===== config.mk =====
export PLATFORM = sky130hd
export DESIGN_NAME = cam_pipe
export DESIGN_NICKNAME = d
export VERILOG_FILES = /design/src/rtl/cam_pkg.sv /design/src/rtl/cam_entry.sv /design/src/rtl/cam_pipe.sv
export SDC_FILE = /design/constraint.sdc
export NUM_CORES = 2
export LEC_CHECK = 0
export CAP_MARGIN = 20
export CELL_PAD_IN_SITES_DETAIL_PLACEMENT = 2
export CELL_PAD_IN_SITES_GLOBAL_PLACEMENT = 2
export CORE_UTILIZATION = 50
export CTS_BUF_LIST = sky130_fd_sc_hd__clkbuf_8 sky130_fd_sc_hd__clkbuf_16
export CTS_CLUSTER_DIAMETER = 120
export CTS_CLUSTER_SIZE = 20
export DETAILED_ROUTE_END_ITERATION = 16
export HOLD_SLACK_MARGIN = 0.05
export PLACE_DENSITY_LB_ADDON = 0.1
export SLEW_MARGIN = 20
export SYNTH_ARGS = -nofsm -noshare
export SYNTH_HDL_FRONTEND = slang
export SYNTH_HIERARCHICAL = 1
export SYNTH_SLANG_ARGS = --single-unit

===== constraint.sdc =====
create_clock -name clk -period 6.3 [get_ports clk]
set_clock_uncertainty 0.15 [all_clocks]
set_input_delay 1.26 -clock clk [delete_from_list [all_inputs] [get_ports clk]]
set_output_delay 1.26 -clock clk [all_outputs]
set_load 0.01 [all_outputs]

===== src/rtl/cam_pkg.sv =====
// Shared types and helpers for the pipelined CAM: default geometry, entry
// layout and the lowest-index priority encoder used for search and free-slot lookup.
package cam_pkg;

  localparam int unsigned WORD_SIZE_DEF = 32;
  localparam int unsigned NUM_ELEMS_DEF = 32;

  // Encoder capacity; NUM_ELEMS must not exceed MAX_ELEMS.
  localparam int unsigned MAX_ELEMS    = 256;
  localparam int unsigned MAX_IDX_BITS = $clog2(MAX_ELEMS);

  typedef struct packed {
    logic                     valid;
    logic [WORD_SIZE_DEF-1:0] data;
  } entry_t;

  typedef struct packed {
    logic                    found;
    logic [MAX_IDX_BITS-1:0] index;
    logic                    multi;
  } prio_t;

  // Lowest set bit wins; multi flags a second set bit anywhere above it.
  function automatic prio_t prio_encode(input logic [MAX_ELEMS-1:0] vec);
    prio_t res;
    res = '0;
    for (int unsigned i = 0; i < MAX_ELEMS; i++) begin
      if (vec[i]) begin
        if (res.found) begin
          res.multi = 1'b1;
        end else begin
          res.found = 1'b1;
          res.index = MAX_IDX_BITS'(i);
        end
      end
    end
    return res;
  endfunction

endpackage


===== src/rtl/cam_entry.sv =====
// One CAM slot: valid/data storage with write-over-invalidate priority and
// ternary (masked) match against the broadcast search key.
module cam_entry
  import cam_pkg::*;
#(
  parameter int unsigned WORD_SIZE = WORD_SIZE_DEF
) (
  input  logic                 clk,
  input  logic                 rst,
  input  logic                 write_en_i,
  input  logic                 invalidate_en_i,
  input  logic [WORD_SIZE-1:0] write_data_i,
  input  logic [WORD_SIZE-1:0] search_data_i,
  input  logic [WORD_SIZE-1:0] search_mask_i,
  output logic                 valid_o,
  output logic [WORD_SIZE-1:0] data_o,
  output logic                 hit_o
);

  typedef struct packed {
    logic                 valid;
    logic [WORD_SIZE-1:0] data;
  } slot_t;

  slot_t slot_q;

  // Data is deliberately left out of reset; only the valid bit is cleared.
  always_ff @(posedge clk) begin
    if (write_en_i) slot_q.data <= write_data_i;
    if (rst) begin
      slot_q.valid <= 1'b0;
    end else if (write_en_i) begin
      slot_q.valid <= 1'b1;
    end else if (invalidate_en_i) begin
      slot_q.valid <= 1'b0;
    end
  end

  always_comb begin
    valid_o = slot_q.valid;
    data_o  = slot_q.data;
    hit_o   = slot_q.valid &&
              (((slot_q.data ^ search_data_i) & search_mask_i) == '0);
  end

endmodule


===== src/rtl/cam_pipe.sv =====
// Parametrised ternary CAM with registered read/search results, multi-hit
// detection, an incremental occupancy counter and lowest-free-slot reporting.
module cam_pipe
  import cam_pkg::*;
#(
  parameter int unsigned WORD_SIZE = WORD_SIZE_DEF,
  parameter int unsigned NUM_ELEMS = NUM_ELEMS_DEF,
  localparam int unsigned IDX_BITS = $clog2(NUM_ELEMS)
) (
  input  logic                 clk,
  input  logic                 rst,
  input  logic                 read_i,
  input  logic [IDX_BITS-1:0]  read_index_i,
  input  logic                 write_i,
  input  logic [IDX_BITS-1:0]  write_index_i,
  input  logic [WORD_SIZE-1:0] write_data_i,
  input  logic                 invalidate_i,
  input  logic [IDX_BITS-1:0]  invalidate_index_i,
  input  logic                 search_i,
  input  logic [WORD_SIZE-1:0] search_data_i,
  input  logic [WORD_SIZE-1:0] search_mask_i,
  output logic                 read_valid_o,
  output logic [WORD_SIZE-1:0] read_value_o,
  output logic                 search_valid_o,
  output logic [IDX_BITS-1:0]  search_index_o,
  output logic                 search_multi_o,
  output logic [IDX_BITS:0]    occupancy_o,
  output logic                 full_o,
  output logic [IDX_BITS-1:0]  free_index_o
);

  localparam int unsigned OCC_W = IDX_BITS + 1;

  logic [NUM_ELEMS-1:0] write_dec;
  logic [NUM_ELEMS-1:0] inv_dec;
  logic [NUM_ELEMS-1:0] valid_vec;
  logic [NUM_ELEMS-1:0] hit_vec;
  logic [WORD_SIZE-1:0] data_arr [NUM_ELEMS];

  logic  occ_inc;
  logic  occ_dec;
  prio_t srch_p;
  prio_t free_p;
  logic  unused_prio;

  // One-hot enables for the addressed slot.
  always_comb begin
    write_dec = '0;
    inv_dec   = '0;
    write_dec[write_index_i]    = write_i;
    inv_dec[invalidate_index_i] = invalidate_i;
  end

  for (genvar k = 0; k < NUM_ELEMS; k++) begin : g_entry
    cam_entry #(
      .WORD_SIZE(WORD_SIZE)
    ) u_entry (
      .clk             (clk),
      .rst             (rst),
      .write_en_i      (write_dec[k]),
      .invalidate_en_i (inv_dec[k]),
      .write_data_i    (write_data_i),
      .search_data_i   (search_data_i),
      .search_mask_i   (search_mask_i),
      .valid_o         (valid_vec[k]),
      .data_o          (data_arr[k]),
      .hit_o           (hit_vec[k])
    );
  end

  // Count only real valid-bit transitions; a same-index write cancels the invalidate.
  always_comb begin
    occ_inc = write_i && !valid_vec[write_index_i];
    occ_dec = invalidate_i && valid_vec[invalidate_index_i] &&
              !(write_i && (write_index_i == invalidate_index_i));
  end

  always_comb begin
    srch_p = prio_encode(MAX_ELEMS'(hit_vec));
    free_p = prio_encode(MAX_ELEMS'(~valid_vec));
  end

  // Encoder index bits above IDX_BITS are always zero for this geometry.
  assign unused_prio = ^{srch_p, free_p};

  always_comb begin
    free_index_o = free_p.found ? IDX_BITS'(free_p.index) : '0;
    full_o       = (occupancy_o == OCC_W'(NUM_ELEMS));
  end

  always_ff @(posedge clk) begin
    if (rst) begin
      occupancy_o    <= '0;
      read_valid_o   <= 1'b0;
      read_value_o   <= '0;
      search_valid_o <= 1'b0;
      search_index_o <= '0;
      search_multi_o <= 1'b0;
    end else begin
      occupancy_o    <= occupancy_o + OCC_W'(occ_inc) - OCC_W'(occ_dec);
      read_valid_o   <= read_i && valid_vec[read_index_i];
      read_value_o   <= read_i ? data_arr[read_index_i] : '0;
      search_valid_o <= search_i && srch_p.found;
      search_index_o <= (search_i && srch_p.found) ? IDX_BITS'(srch_p.index) : '0;
      search_multi_o <= search_i && srch_p.multi;
    end
  end

endmodule


# After elaboration in Yosys (flattened, before gate mapping)
# Index checks and enable logic that the tools add are counted.
[totals]
reg_bits = 1102
latchBits = 0
ramBits = 0
romBits = 0
inputBits = 117
out_inout_bits = 52
word_cells = 1197
memories = 0
[classes]
n_addsub = 2
n_mul = 0
div_mod_pow = 0
magnitude_cmp = 6
n_eq_ne = 2
shift = 0
n_mux = 938
bitwise_logic = 70
n_reduce_logical = 109
[op_table]
columns = ["cell", "n"]
rows = [
  ["$mux W10", 286],
  ["$mux W8", 286],
  ["$and A32 B32 Y32", 34],
  ["$logic_not A32 Y1", 32],
  ["$xor A32 B32 Y32", 32],
  ["$mux W1", 355],
  ["$not A32 Y256", 1],
  ["$bmux W32 S5", 1],
  ["$mux W32", 2],
  ["$reduce_bool A2 Y1", 32],
  ["$logic_and A1 B1 Y1", 41],
  ["$lt A5 B6 Y1 const B", 3],
  ["$mux W9", 2],
  ["$bmux W1 S5", 3],
  ["$demux W1 S5", 2],
  ["$ge A5 B1 Y1 const B", 2],
  ["$add A6 B1 Y6", 1],
  ["$eq A6 B6 Y1 const B", 1],
  ["$ge A6 B6 Y1 const B", 1],
  ["$not A5 Y6", 1],
  ["$sub A6 B1 Y6", 1],
  ["$eq A5 B5 Y1", 1],
  ["$mux W5", 1],
  ["$reduce_or A2 Y1", 2],
  ["2 further kinds", 4],
]

# Depth between registers and ports, before layout
[depth]
ltp_word = 513
ltp_mapped = 16

# Cells and area by module
# Netlist, hierarchy kept.
[by_module_without_submodules]
columns = ["module", "instances", "cells_each", "area_per_inst_um2"]
rows = [
  ["cam_entry", 32, 89, 1447.6],
  ["cam_pipe", 1, 903, 11571.1],
]

# Worst setup path after synthesis
# Ideal clock, no wire load.
[synth_timing]
path_type = "input-to-reg"
from = "in write_index_i[1]"
to = "reg occupancy_o[4]"
arrival_ns = 4.271
slack_ns = 1.764
path_stages = 16
n_path_buf = 1
path_cell_list = "clkbuf_1 -> mux4_2 -> mux4_2 -> a22oi_1 -> nand4_1 -> ha_1 -> inv_1 -> ha_1 -> inv_1 -> fa_1 -> inv_1 -> a21oi_1 -> nor2_1 -> nor2_1 -> xor2_1 -> nor2_1"
[synth_via]
elab_chain_cells = 6
[synth_rtl]
columns = ["item", "line_no", "source"]
rows = [
  ["start, declared", "cam_pipe.sv:15", "input logic [IDX_BITS-1:0] write_index_i,"],
  ["$bmux W1 S5", "cam_pipe.sv:73", "occ_inc = write_i && !valid_vec[write_index_i];"],
  ["$mux W1 (implied by the code)", "cam_pipe.sv:73", ""],
  ["$logic_not A1 Y1", "cam_pipe.sv:73", ""],
  ["$logic_and A1 B1 Y1", "cam_pipe.sv:73", ""],
  ["$add A6 B1 Y6", "cam_pipe.sv:100", "occupancy_o <= occupancy_o + OCC_W'(occ_inc) - OCC_W'(occ_dec);"],
  ["$sub A6 B1 Y6 *", "cam_pipe.sv:100", ""],
  ["end signal, assigned", "cam_pipe.sv:100", ""],
  ["end, declared", "cam_pipe.sv:27", "output logic [IDX_BITS:0] occupancy_o,"],
]
# Every way passes the cells marked *; elsewhere a longest branch is shown, timed or not. The select of a mux whose other input is x is not followed.
# A chain may end at the register's enable or synchronous reset.

==> results.yml <==
cells_and_area:
  post_layout_nonfiller_instances: 5589
  layout-drive-gt1-share_pct: 18.8
  final_common_cell: "xor2_1"
  flow.area_growth_from_synthesis_pct: 10.8
  net_total_in_the_final_layout: 4152
  post-route-util_pct: 56.0
  layout_common_cells: "xor2_1, edfxtp_1, mux4_2"
cts:
  cts_root_buffer: "clkbuf_16"
  clkLatencyLatePin_ns: 0.76
  cts_resized: 0
  cts.clk_slew.worst_paths_ns: 0.08
  cts_setup_buffers: 0
  holdBufCountCts: 0
  clock_tree.buffer_depth: 3
  clock-sinks: 1102
  cts-htree-levels: 2
  cts_tree: "done"
  cts-buffers-inserted: 61
worst_setup_path:
  worstPathArrival_ns: 4.28
  r2r_cells: 11
  worst-setup-path-type: "flop to primary output"
  critPathMaxStageDelay_ns: 0.76
  worst_path_max_delay_cell: "dfxtp_1"
  critPathCaptureType: "primary output"
  worstSetupStartpointType: "flop"
  worstPathMaxFanout: 8
  timing.critical_path.cells: "nand4_1, nor4_1, nand4_1, or3_1, nor2_1, mux2_2, clkdlybuf4s50_1"
  crit_family: "simple AND/OR/NAND/NOR gates"
  crit_cells: 7
  timing.critical_path.buf_inv: 1
  path_common_cell: "nand4_1"
  timing.critical_path.required_ns: 4.89
sta:
  finalSetupViolCount: 0
  setup_slack_ns: 0.609
  number_of_hold_slack_violations_in_the_final_timing_report: 0
  maxSlewHeadroom_pct: 22.2
  setup_total_negative_slack_ns: 0
  period_needed_ns: 5.69
  worst-slew-pin-transition_ns: 1.17
  timing.final.crit_share_pct: 90.3
  hold_slack_ns: 0.520
  unrepaired_setup_endpoints_after_global_routing: "false"
  slew_viol_final: 0
  fmaxAchievable_mhz: 176
die:
  die_x_um: 342
  boundaryPins: 169
  die_area_um2: 117000
  num_rows: 124
  floorplan.initialDensity_pct: 50.6
  die_height_um: 342
  core_outline_area_um2: 115000
placed_design:
  detailedPlacementHpwl_mm: 158
  gp_routability_congestion: 1.02
  placedCellCount: 5475
  pre_cts_ws_ns: 0.354
  buffer_ports.inserted: 168
hold_path:
  min_delay_path_depth: 3
  hold_class: "flop to flop"
synth:
  postSynth.asyncResetShare_pct: 0
  ys_top_cells_by_area: "edfxtp_1, xor2_1, mux4_2"
  postSynthCellCount: 3751
  synth_seq_cells: 1102
  syn-cell-area_um2: 57900
  yosys.area.top_type_share_pct: 53.1
  number_of_enable_type_register_cells_in_the_synthesized_netlist: 1024
  yosys_most_used_dff: "edfxtp_1"
  synth_area_per_cell_um2: 15.4
  post-synth-top-area-cell: "edfxtp_1"
  ys.warnings.count: 6
  synthesized_nets: 3877
  synth_sequential_area_ratio_pct: 55.8
  synth_cell_types: 69
detailed_routing:
  routed_via_density: 6.88
  wl_per_cell_um: 39.2
  drt-pass1-iter-count: 14
  drt-initial-drc-count: 4172
  drtAntennaViolNets: 0
  drc: 2
  routed_wirelength_mm: 219
  num_vias: 38450
global_route:
  globalRoute.totalOverflow: 0
  grt_util_all_layers_pct: 37.3
  first_global_vias: 41587
  grt_pass1_wl_mm: 311
  number_of_antenna_violations_at_the_first_check_in_global_routing: 7
  grt_start_max_net_pins: 72
run_status:
  violations: "design-rule violations"
  run_status: "finished, violations left"
job:
  drv_cap: 0
pwr:
  p_leak_nw: 21.5
  power_per_cell_area_nw_per_um2: 228
  power.ir.vdd_worst_uv: 272
## final cells by class
cell class	count	area, um^2
Antenna cell	1	2.50
Inverter	61	229
Tap cell	1512	1890
Timing Repair Buffer	307	2700
Sequential cell	1102	32300
Fill cell	10076	50400
Clock inverter	52	262
Clock buffer	61	1530
Multi-Input combinational cell	2493	25200
## cell usage after synthesis (8+ instances only)
| library cell | instances |
|---|---|
| edfxtp_1 | 1024 |
| a22oi_1 | 259 |
| a22o_1 | 97 |
| nor4_2 | 32 |
| nor4_1 | 9 |
| nand3b_1 | 8 |
| dfxtp_1 | 78 |
| nor2_1 | 162 |
| o21ai_0 | 14 |
| nand2_1 | 55 |
| nand4_1 | 74 |
| a222oi_1 | 32 |
| clkbuf_1 | 56 |
| nor3_1 | 10 |
| a21oi_1 | 53 |
| nand3_1 | 79 |
| a221oi_2 | 64 |
| mux4_2 | 347 |
| xor2_1 | 1031 |
| inv_1 | 61 |
| a221oi_1 | 34 |
| mux2i_1 | 33 |
| nand2b_1 | 8 |
| ha_1 | 8 |
| buf_1 | 33 |
## final timing paths
check                      endpoint                      startpoint  slack (ns)
hold / removal       occupancy_o[5]                  occupancy_o[5]        0.52
setup / recovery    free_index_o[4]      g_entry[0].u_entry/valid_o        0.61
hold reg to reg      occupancy_o[5]                  occupancy_o[5]        0.52
setup reg to reg  search_index_o[0]  g_entry[12].u_entry/data_o[22]        1.64
## sequential cells by signal, indices dropped and copies added, names as in the netlist
register	cells
search_multi_o	1
read_value_o	32
g_entry.u_entry/data_o	1024
search_index_o	5
g_entry.u_entry/valid_o	32
search_valid_o	1
read_valid_o	1
occupancy_o	6
## tightest hold or removal path, stage by stage (launching register included)
cell and delay (ns):
dfxtp_1 0.35, ha_1 0.14, xor2_1 0.07, nor2_1 0.08
## through the flow
step,power [mW],area (um^2)
5_1_grt,15.0,64100
6_report,14.6,64100
4_1_cts,14.7,64300
3_3_place_gp,10.3,62500
2_1_floorplan,9.33,57900
3_5_place_dp,10.4,62500
## cell families (layout without fill, tap and decap cells)
group	count (synthesis)	in the layout	share of synthesized area [%]
multiplexers	382	382	14.1
other	0	1	0
XOR/XNOR	1033	1033	15.6
flip-flops	1102	1102	55.8
AO/OA/AOI/OAI	600	600	8.76
buffers and inverters	156	481	1.04
adder cells (fa/ha/maj)	14	14	0.296
AND/OR/NAND/NOR	464	464	4.37
## routing by layer
| metal | vias up | track usage (%) | wire length [um] |
|---|---|---|---|
| met1 | 20627 | 46.9 | 82300 |
| met4 | 4 | 16.5 | 10800 |
| met5 | - | 0 | 20 |
| met3 | 471 | 6.90 | 16500 |
| met2 | 1812 | 63.0 | 109000 |
| li1 | 15536 | - | - |
## where the power goes
group	leakage, nW	internal, mW	switching, mW	total, mW
logic	10.6	0.776	1.33	2.10
clock network	1.04	1.81	2.55	4.36
registers	9.86	8.09	0.0786	8.17
total	21.5	10.7	3.95	14.6
Note: power is estimated with default switching activity, not from simulation.
